[config.mk]
export PLATFORM = sky130hd
export DESIGN_NAME = idct_n_1d_seq
export DESIGN_NICKNAME = d
export VERILOG_FILES = /design/src/rtl/idct_n_1d_seq.sv
export SDC_FILE = /design/constraint.sdc
export NUM_CORES = 1
export LEC_CHECK = 0
export CAP_MARGIN = 0
export CORE_AREA = 2 2 218 220
export CTS_CLUSTER_DIAMETER = 50
export DETAILED_ROUTE_END_ITERATION = 12
export DIE_AREA = 0 0 220 222
export MAX_ROUTING_LAYER = met4
export PLACE_DENSITY = 0.48
export REMOVE_ABC_BUFFERS = 1
export SLEW_MARGIN = 25
export SYNTH_ARGS = -nofsm -noshare
export SYNTH_HDL_FRONTEND = slang
export SYNTH_SLANG_ARGS = --single-unit
[constraint.sdc]
create_clock -name clk -period 13.9 [get_ports clk]
set_input_delay 1.39 -clock clk [delete_from_list [all_inputs] [get_ports clk]]
set_output_delay 1.39 -clock clk [all_outputs]
set_load 0.02 [all_outputs]
[src/rtl/idct_n_1d_seq.sv]
// Sequential N-point 1-D inverse DCT with HEVC integer coefficients.
// One multiply-accumulate per cycle. Each sample is rounded, shifted and saturated to 16 bits.
module idct_n_1d_seq #(
  parameter int N     = 4,
  parameter int SHIFT = 7
) (
  input  logic               clk,
  input  logic               reset_n,
  input  logic               start,
  input  logic signed [15:0] x [N],
  output logic signed [15:0] y [N],
  output logic               busy,
  output logic               done
);

  localparam int M    = $clog2(N);
  localparam int STEP = 32 / N;
  localparam logic [M-1:0]       LAST = M'(N - 1);
  localparam logic signed [31:0] RND  = 32'sd1 <<< (SHIFT - 1);

  if (N != 4 && N != 8 && N != 16 && N != 32) begin : g_bad_n
    $error("idct_n_1d_seq: N must be 4, 8, 16 or 32");
  end

  typedef enum logic [2:0] {IDLE, CLEAR, MAC, STORE, NEXT, DONE} state_t;

  state_t              state, state_nxt;
  logic signed [15:0]  xr [N];
  logic signed [31:0]  acc;
  logic [M-1:0]        n_idx, k_idx;
  logic signed [7:0]   coef_cur;
  logic signed [23:0]  prod;
  logic signed [31:0]  rnd_sum;
  logic signed [15:0]  sat;

  // Magnitude of the 32-point DCT basis at angle m*pi/64, m = 0..32.
  function automatic logic signed [7:0] cos_tab(input int m);
    case (m)
      0:  return 8'sd64;  1:  return 8'sd90;  2:  return 8'sd90;  3:  return 8'sd90;
      4:  return 8'sd89;  5:  return 8'sd88;  6:  return 8'sd87;  7:  return 8'sd85;
      8:  return 8'sd83;  9:  return 8'sd82;  10: return 8'sd80;  11: return 8'sd78;
      12: return 8'sd75;  13: return 8'sd73;  14: return 8'sd70;  15: return 8'sd67;
      16: return 8'sd64;  17: return 8'sd61;  18: return 8'sd57;  19: return 8'sd54;
      20: return 8'sd50;  21: return 8'sd46;  22: return 8'sd43;  23: return 8'sd38;
      24: return 8'sd36;  25: return 8'sd31;  26: return 8'sd25;  27: return 8'sd22;
      28: return 8'sd18;  29: return 8'sd13;  30: return 8'sd9;   31: return 8'sd4;
      default: return 8'sd0;
    endcase
  endfunction

  // C[k][n] of the N-point matrix equals row k*32/N of the 32-point matrix.
  function automatic logic signed [7:0] coef(input int k, input int n);
    int a;
    a = (k * STEP * (2 * n + 1)) % 128;
    if (a > 64) a = 128 - a;
    if (k == 0)      return 8'sd64;
    else if (a > 32) return -cos_tab(64 - a);
    else             return cos_tab(a);
  endfunction

  assign coef_cur = coef(int'(k_idx), int'(n_idx));
  assign prod     = xr[k_idx] * coef_cur;
  assign rnd_sum  = (acc + RND) >>> SHIFT;

  always_comb begin
    if (rnd_sum > 32'sd32767)       sat = 16'sh7fff;
    else if (rnd_sum < -32'sd32768) sat = 16'sh8000;
    else                            sat = rnd_sum[15:0];
  end

  // NOTE: sequential state is updated with non-blocking assignments so every
  // register samples pre-edge values regardless of process ordering.
  always_ff @(posedge clk or negedge reset_n) begin
    if (!reset_n) state <= IDLE;
    else          state <= state_nxt;
  end

  // NOTE: state_nxt gets a default before the case, so no path can leave it
  // unassigned and infer a latch.
  always_comb begin
    state_nxt = state;
    case (state)
      IDLE:    if (start) state_nxt = CLEAR;
      CLEAR:   state_nxt = MAC;
      MAC:     if (k_idx == LAST) state_nxt = STORE;
      STORE:   state_nxt = NEXT;
      NEXT:    state_nxt = (n_idx == LAST) ? DONE : CLEAR;
      DONE:    if (!start) state_nxt = IDLE;
      default: state_nxt = IDLE;
    endcase
  end

  always_comb begin
    busy = (state != IDLE);
  end

  // NOTE: y and xr are register banks, not RAM. They are reset explicitly so that no
  // partial result survives a mid-run reset.
  always_ff @(posedge clk or negedge reset_n) begin
    if (!reset_n) begin
      for (int i = 0; i < N; i++) begin
        xr[i] <= '0;
        y[i]  <= '0;
      end
      acc   <= '0;
      n_idx <= '0;
      k_idx <= '0;
      done  <= 1'b0;
    end else begin
      case (state)
        IDLE: if (start) begin
          xr    <= x;
          n_idx <= '0;
        end
        CLEAR: begin
          acc   <= '0;
          k_idx <= '0;
        end
        MAC: begin
          acc <= acc + {{8{prod[23]}}, prod};
          if (k_idx != LAST) k_idx <= k_idx + M'(1);
        end
        STORE: y[n_idx] <= sat;
        NEXT: begin
          if (n_idx == LAST) done  <= 1'b1;
          else               n_idx <= n_idx + M'(1);
        end
        DONE: if (!start) done <= 1'b0;
        default: ;
      endcase
    end
  end

endmodule
* After elaboration in Yosys (flattened, before gate mapping)
Memories as Yosys holds them, arrays and structs flattened.
Cells that the tools add are included.
** Word-level totals
- Word-level logic and storage cells :: 93
- Register bits :: 168
- Memories :: 2
- ROM bits :: 448
- Output and inout port bits :: 66
- Bits of input ports :: 67
** Cells by class
- Bitwise operators :: 3
- Order comparisons :: 7
- Multiplexer cells :: 29
- $add $sub $neg :: 8
- Equality and inequality tests :: 14
- $mul :: 2
- Reductions and logical operators :: 15
** Memories
- (no name shown) :: depth 32, bits a word 7, rd ports 1, clocked after Yosys merged registers in 0, write ports 0, RTL line 38 : case (m)
- (no name shown) :: depth 32, bits a word 7, rd ports 1, clocked after Yosys merged registers in 0, write ports 0, RTL line 38
** Operators by type and width (number)
- 16-bit 2-to-1 mux :: 5
- 64-bit bitwise mux :: 1
- 32-bit one-hot mux with 2 select lines :: 1
- 27-bit logical NOT :: 2
- 8-bit 2-to-1 mux :: 6
- 32-bit adder :: 1
- 32-bit by 8-bit adder with 32-bit output, second input constant :: 1
- 16-bit binary-select mux with 2-bit select :: 1
- 16-bit demux with 2-bit select :: 1
- 32-bit by 7-bit greater-than comparator with 1-bit output, second input constant :: 1
- 32-bit 2-to-1 mux :: 1
- 8-bit by 32-bit subtractor with 32-bit output, first input constant :: 1
- 25-bit by 16-bit greater-than comparator with 1-bit output, second input constant :: 1
- 25-bit by 16-bit < comparator with 1-bit output, second input constant :: 1
- 16-bit by 8-bit multiplier with 24-bit output :: 1
- 3-bit one-hot mux with 6 select lines :: 1
- 2-bit != test, second input constant :: 7
- 3-bit 2-to-1 mux :: 4
- 9-bit by 8-bit subtractor with 10-bit output, first input constant :: 1
- 3-bit AND reduction :: 3
- 8-bit greater-than comparator, second input constant :: 1
- 8-bit negation :: 1
- 2-bit one-hot mux with 2 select lines :: 2
- 3-bit by 2-bit equality test with 1-bit output, second input constant :: 2
- other kinds (20) :: 31

* Longest topological paths before layout
Gate-level depths: netlist (run 1).
- Word-level depth :: 17
- Mapped depth :: 50
- Depth with buffers taken out :: 45

* Worst setup path before layout (run 1)
OpenSTA, ideal clock, no wires.
- Path type :: reg-to-reg
- From :: register k_idx[1]
- To :: register acc[30]
- Stages on the path, launching flop included :: 47
- Data required time :: 13.766 ns
- Library setup time :: 0.134 ns
- Path slack :: 3.520 ns
- Arrival time :: 10.246 ns
- Buffers on the path :: 6
- Period minus slack after synthesis :: 10.380 ns
- Path through :: dfrtp_1 -> clkbuf_1 -> clkbuf_1 -> buf_1 -> inv_1 -> nor2_1 -> fa_1 -> clkbuf_1 -> nor3_1 -> nand2_1 -> ha_1 -> nor2b_1 -> and3_1 -> inv_1 -> ha_1 -> xor2_1 -> o21ai_0 -> and2_1 -> (+11 left out) -> o21bai_1 -> or4_1 -> and2_1 -> a21o_1 -> a21oi_1 -> xnor2_1 -> ha_1 -> clkbuf_1 -> nand2_1 -> nor3_1 -> nand3_1 -> a2111oi_0 -> o31ai_1 -> a311oi_1 -> o311ai_0 -> nand2b_1 -> xnor2_1 -> o21ai_0
** Between the ends
- Longest elaborated chain between the ends :: 16
- Elaborated cells between the ends (all ways) :: 27
- Those cells by class :: add/sub: 4; mul: 2; order compare: 2; mux: 11; bitwise: 2; reduce/logical: 4; memory: 2
** RTL lines
- from (decl) :: RTL line 30 : logic [M-1:0] n_idx, k_idx;
- from (signal assigned) :: RTL line 121 : if (k_idx != LAST) k_idx <= k_idx + M'(1);
- 2-bit by 4-bit multiplier with 4-bit output :: RTL line 54 : a = (k * STEP * (2 * n + 1)) % 128;
- 4-bit OR reduction (no source line)
- 1-bit AND (no source line)
- 8-bit greater-than comparator or 9-bit by 8-bit subtractor with 10-bit output (tied branches) :: RTL line 55 : if (a > 64) a = 128 - a;
- 32-bit 2-to-1 mux :: RTL line 55
- 8-bit by 32-bit subtractor with 32-bit output :: RTL line 57 : else if (a > 32) return -cos_tab(64 - a);
- memory 32 x 7 bit or 27-bit logical NOT (tied branches)
- 8-bit 2-to-1 mux :: RTL line 38
- 8-bit 2-to-1 mux :: RTL line 57
- 8-bit 2-to-1 mux :: RTL line 56 : if (k == 0) return 8'sd64;
- 8-bit negation :: RTL line 57
- 8-bit 2-to-1 mux :: RTL line 57
- 8-bit 2-to-1 mux :: RTL line 56
- 16-bit by 8-bit multiplier with 24-bit output (*) :: RTL line 62 : assign prod = xr[k_idx] * coef_cur;
- 32-bit adder (*) :: RTL line 120 : acc <= acc + {{8{prod[23]}}, prod};
- 32-bit one-hot mux with 2 select lines (*) :: RTL line 110 : case (state)
- to (signal assigned) :: RTL line 120
- to (decl) :: RTL line 29 : logic signed [31:0] acc;
Mark *: on every way between the ends. The rest lies on a longest branch, timed or not. The select of a mux whose other input is x is not followed.
A chain may end at the register's enable or synchronous reset.

* Worst setup path in the final report (run 1)
- From :: register k_idx[0]
- To :: register acc[30]
Same word-level chain as after synthesis.

==> impl_metrics.toml, run 1 <==
[synthesis]
synth_cells = 1486
yosys_most_used_dff = "dfrtp_1"
syn_area_um2 = 13800
yosysWarnings = 0
yosysUniqueCellTypes = 61
synthArstFlopShare = 1.00
yosysSeqAreaShare = 0.305
synth-edff-count = 0
syn_area_per_cell_um2 = 9.26
yosys_register_bits = 168

[route]
wl_per_cell_um = 15.5
num_vias = 10400
routed_via_density = 4.71
antenna_left = 0
drt_iter0_markers = 615
wl_um = 34400
drc = 0
dr.pass1.iters = 5

[placement]
hpwl_um = 26900
io_buffer_count = 132
place_congestion = 0.852

[finish]
syn_to_final_growth_pct = 18.9
drive_gt1_frac = 0.0884
diodes = 0
final_nets = 1855

[sta]
rsz0062_at_grt = "no"
period_share = 0.815
slew_headroom = 0.305
drv_slew = 0
setup_viol = 0
hold_viol_final = 0
worst_slew_pin_slew_ns = 1.03
fin_skew_ns = 0.00937
fmax_ghz = 0.0883
tns_ns = 0
finalCriticalPeriod_ns = 11.33

[floorplanning]
io-pin-count = 133
start_util = 0.298
coreArea_um2 = 46300
die_width_um = 220
rows = 79
fp.dieH_um = 222
die_area_um2 = 48800

[setup_path]
crit_slowest_cell = "xor2_1"
arrival_ns = 11.67
cp-end-kind = "flop"
crit_fanout = 46
required_ns = 14.24
worst_setup_path_start_kind = "flop"
critPathKind = "flop to flop"
slowest_delay_ns = 0.61

[cts]
cts_hold_buffers = 0
worstSkewPairLatency_ns = 0.48
cts_sinks = 168
cts_tree = "built"
cts_resized = 0
htree_num_levels = 4
cts-buffers-inserted = 17
postCtsSetupRepairBufs = 0
cts_max_path_buffers = 2
clkTransAtPathRegs_ns = 0.07
cts-root-buf = "clkbuf_16"

[grt]
grt_max_degree = 89
antenna_found_initial = 0
global_route.usage.total = 0.153
grt_overflow = 0
grt_pass1_wl_um = 56900
grt_pass1_vias = 10900

[run_status]
status = "completed"

[run]
max_cap_violations = 0

[worst_hold_path]
hold_path_class = "flop to flop"
state kept, by name (all words and copies together), names as in the netlist:
register,count
xr,64
y,64
acc,32
state,3
k_idx,2
n_idx,2
done,1
path summary, 6_finish.rpt:
path                                from      end  slack, ns  cells after the start
worst max-delay path            k_idx[0]  acc[30]       2.57                     43
worst min-delay path                y[0]     y[0]       0.48                      2
worst max register to register  k_idx[0]  acc[30]       2.57                     43
worst min register to register      y[0]     y[0]       0.48                      2
max in group asynchronous        reset_n    y[40]      11.64                      3
min in group asynchronous        reset_n   xr[37]       0.95                      1
synthesized netlist by cell type, drive strengths merged (7+ instances only):
library cell / count / area share
o21a: 34 / 0.019
nand2b: 12 / 0.0055
mux2: 81 / 0.066
mux2i: 21 / 0.015
xnor2: 37 / 0.024
ha: 88 / 0.080
and3: 14 / 0.0064
o21bai: 8 / 0.0044
and2: 8 / 0.0036
dfrtp: 168 / 0.31
a31oi: 8 / 0.0036
o31ai: 9 / 0.0049
nand3: 18 / 0.0065
o21ai: 142 / 0.052
clkbuf: 50 / 0.014
fa: 106 / 0.15
or3: 8 / 0.0036
a21o: 17 / 0.0093
a21oi: 44 / 0.016
nor3: 16 / 0.0058
inv: 165 / 0.045
nor2: 124 / 0.034
nor2b: 9 / 0.0041
xor2: 35 / 0.022
buf: 7 / 0.0026
nand2: 187 / 0.051
critical path, delay by kind of cell (launching register included):
kind	cells	cell delay [ns]
adder cells (fa/ha/maj)	10	3.84
AND/OR/NAND/NOR	13	2.91
AO/OA/AOI/OAI	10	2.25
buffers and inverters	6	0.83
flip-flops	1	0.36
XOR/XNOR	4	0.97
cell families after synthesis:
| family | Yosys count | synth area share |
|---|---|---|
| adders and majority gates | 194 | 0.234 |
| and+or+nand+nor | 421 | 0.135 |
| muxes | 102 | 0.0815 |
| xor gates and xnor gates | 72 | 0.0458 |
| other | 1 | 0.000272 |
| buffers and inverters | 222 | 0.0613 |
| AOI/OAI and AO/OA | 306 | 0.136 |
| DFF | 168 | 0.305 |
cell usage in the layout (no fill, tap or decap), types with 18 or more instances in the layout:
cell type,instances
o21ai_0,96
clkdlybuf4s50_1,131
xnor2_1,37
ha_1,88
nand3_1,18
o21ai_1,45
fa_1,106
inv_1,165
nor2_1,123
o21a_1,34
nand2_1,186
mux2i_1,21
dfrtp_1,167
xor2_1,35
mux2_2,81
a21oi_1,44
layout make-up:
| class | count | area [µm²] |
|---|---|---|
| fill | 4784 | 29900 |
| clock inverter | 15 | 179 |
| sequential | 168 | 4210 |
| multi-input combinational | 1096 | 8730 |
| tap | 607 | 759 |
| timing repair buffer | 146 | 1450 |
| inverter | 165 | 619 |
| clock buffer | 17 | 425 |
per-stage QoR:
step                      instance area (µm²)  hold slack [ns]  instances  worst slack [ns]   util
after detailed placement                15800            0.471       2182              2.56  0.341
after CTS                               16400            0.486       2214              2.54  0.354
after floorplan                         13500            0.455       1429              3.52      -
after global routing                    16400            0.510       2214              1.64  0.354
after global placement                  15700            0.463       2181              2.92  0.340
final                                   16400            0.477       2214              2.57  0.354
per-layer routing:
layer	track usage	routed length (µm)	vias to the layer above
li1	-	-	5196
met1	0.188	16000	4981
met2	0.249	16200	190
met3	0.0303	1320	53
met4	0.0574	888	0
met5	-	0	-
Power of run 1 is left out: the tool's default activity adds up to more than one toggle a clock period on the data nets, which glitch-free logic cannot reach.
==> run 2: changes to the inputs <==
--- a/config.mk
+++ b/config.mk
@@ -11,7 +11,7 @@
 export DETAILED_ROUTE_END_ITERATION = 12
 export DIE_AREA = 0 0 220 222
 export MAX_ROUTING_LAYER = met4
-export PLACE_DENSITY = 0.48
+export PLACE_DENSITY = 0.5
 export REMOVE_ABC_BUFFERS = 1
 export SLEW_MARGIN = 25
 export SYNTH_ARGS = -nofsm -noshare
==> constraint.sdc (replaced) <==
create_clock -name clk -period 9.21 [get_ports clk]
set_input_delay 0.921 -clock clk [delete_from_list [all_inputs] [get_ports clk]]
set_output_delay 0.921 -clock clk [all_outputs]
set_load 0.02 [all_outputs]
==> impl_metrics.toml, run 2 (synthesized netlist as in run 1, its figures left out) <==
[grt]
grt_max_degree = 66
antenna_found_initial = 0
global_route.usage.total = 0.154
grt_pass1_vias = 11300
grt_pass1_wl_um = 58200
grt_overflow = 0

[route]
drt_iter0_markers = 472
num_vias = 10900
drc = 0
routed_via_density = 4.64
antenna_left = 0
wl_um = 35700
dr.pass1.iters = 5
wl_per_cell_um = 15.2

[setup_path]
cp-end-kind = "flop"
required_ns = 9.55
arrival_ns = 9.36
crit_slowest_cell = "fa_1"
r2r_end = "acc[31]"
crit_fanout = 7
slowest_delay_ns = 0.54
critPathKind = "flop to flop"
r2r_start = "n_idx[0]"
worst_setup_path_start_kind = "flop"
ff2ff_path_depth = 44
r2r_slack_ns = 0.19

[finish]
syn_to_final_growth_pct = 30.2
final_nets = 1990
final_util = 0.387
drive_gt1_frac = 0.203
diodes = 0
fillers = 4738
multi_input_area_um2 = 9210
most-common-layout-cells = "nand2_1 (185), dfrtp_1 (167), inv_1 (157), buf_4 (141), clkdlybuf4s50_1 (131)"
top_regs = "xr x64, y x64, acc x32"
layout_commonest_cell = "nand2_1"
post-route-cell-area_um2 = 17900
regArea_um2 = 4210

[sta]
finalCriticalPeriod_ns = 9.02
rsz0062_at_grt = "yes"
hold_viol_final = 0
setup_viol = 0
drv_slew = 0
period_share = 0.979
slew_headroom = 0.406
fmax_ghz = 0.111
whs_ns = 0.389
tns_ns = 0
fin_skew_ns = 0.0125
worst_slew_pin_slew_ns = 0.886

[floorplanning]
io-pin-count = 133
rows = 79
die_width_um = 220
fp.dieH_um = 222
die_area_um2 = 48800
start_util = 0.298
coreArea_um2 = 46300

[run_status]
status = "completed"

[worst_hold_path]
hold_path_class = "input port to asynchronous set/reset pin"

[run]
max_cap_violations = 0

[cts]
htree_num_levels = 4
cts-buffers-inserted = 17
cts_sinks = 168
cts_hold_buffers = 0
cts_tree = "built"
clkTransAtPathRegs_ns = 0.07
worstSkewPairLatency_ns = 0.45
cts-root-buf = "clkbuf_16"
cts_max_path_buffers = 2

[placement]
hpwl_um = 27800
place_congestion = 0.861
place_area_um2 = 16600
io_buffer_count = 132
==> run 2: changes by cell type in the layout (fill, tap and decap cells not counted), sizes merged <==
cell	before	now
clkbuf	17	22
bufinv	3	4
clkinvlp	3	2
buf	15	150
clkinv	8	3
==> run 2: worst max-delay path, delay by kind of cell (launching register included) <==
| family | cells | cell delay, ns |
|---|---|---|
| xor gates and xnor gates | 3 | 0.44 |
| AOI/OAI and AO/OA | 9 | 1.92 |
| and+or+nand+nor | 12 | 1.56 |
| adders and majority gates | 10 | 3.64 |
| DFF | 1 | 0.39 |
| buffers and inverters | 10 | 0.96 |
==> run 2: area by class of cell <==
class,count,area share
multi-input cells,1096,0.514
flip-flops and latches,168,0.235
repair buffers,281,0.138
well taps,607,0.0424
inverters,165,0.0347
clock buffers,22,0.0265
clock inverters,10,0.00929
==> run 2: per-stage QoR <==
stage | instances | worst slack, ns
CTS | 2336 | 0.0126
floorplan | 1429 | -1.17
global route | 2349 | -0.248
detailed placement | 2300 | -0.477
finish | 2349 | 0.193
global placement | 2300 | -0.286
==> run 2: worst max-delay path by stage <==
stage / startpoint / end / slack, ns / cells past startpoint
after floorplan: k_idx[0] / acc[30] / -1.17 / 41
after global placement: n_idx[0] / acc[28] / -0.29 / 41
after detailed placement: n_idx[0] / acc[30] / -0.48 / 43
after CTS: n_idx[0] / acc[28] / 0.01 / 44
after global routing: n_idx[0] / acc[31] / -0.25 / 43
final: n_idx[0] / acc[31] / 0.19 / 44
==> run 2: what timing repair did <==
action                                 in CTS  in global routing
buffers inserted                            4                 14
pin swaps                                  17                 54
resized for setup                          29                 89
endpoints found under the hold margin       0                  0
setup endpoints to repair                   8                 14
==> run 2: routing by layer <==
layer	up-vias	track usage	share of wire
met5	-	-	0
met4	0	0.0444	0.016
met3	31	0.0207	0.027
met2	168	0.265	0.50
met1	5231	0.188	0.46
li1	5460	-	-
Power of run 2 is left out for the same reason.
==> run 3: changes to the inputs <==
--- a/config.mk
+++ b/config.mk
@@ -5,6 +5,7 @@
 export SDC_FILE = /design/constraint.sdc
 export NUM_CORES = 1
 export LEC_CHECK = 0
+export ABC_CLOCK_PERIOD_IN_PS = 9210
 export CAP_MARGIN = 0
 export CORE_AREA = 2 2 218 220
 export CTS_CLUSTER_DIAMETER = 50
==> results of run 3 <==
The final DEF is identical to that of run 2; final timing and power are the same.
Power of run 3 is left out for the same reason.
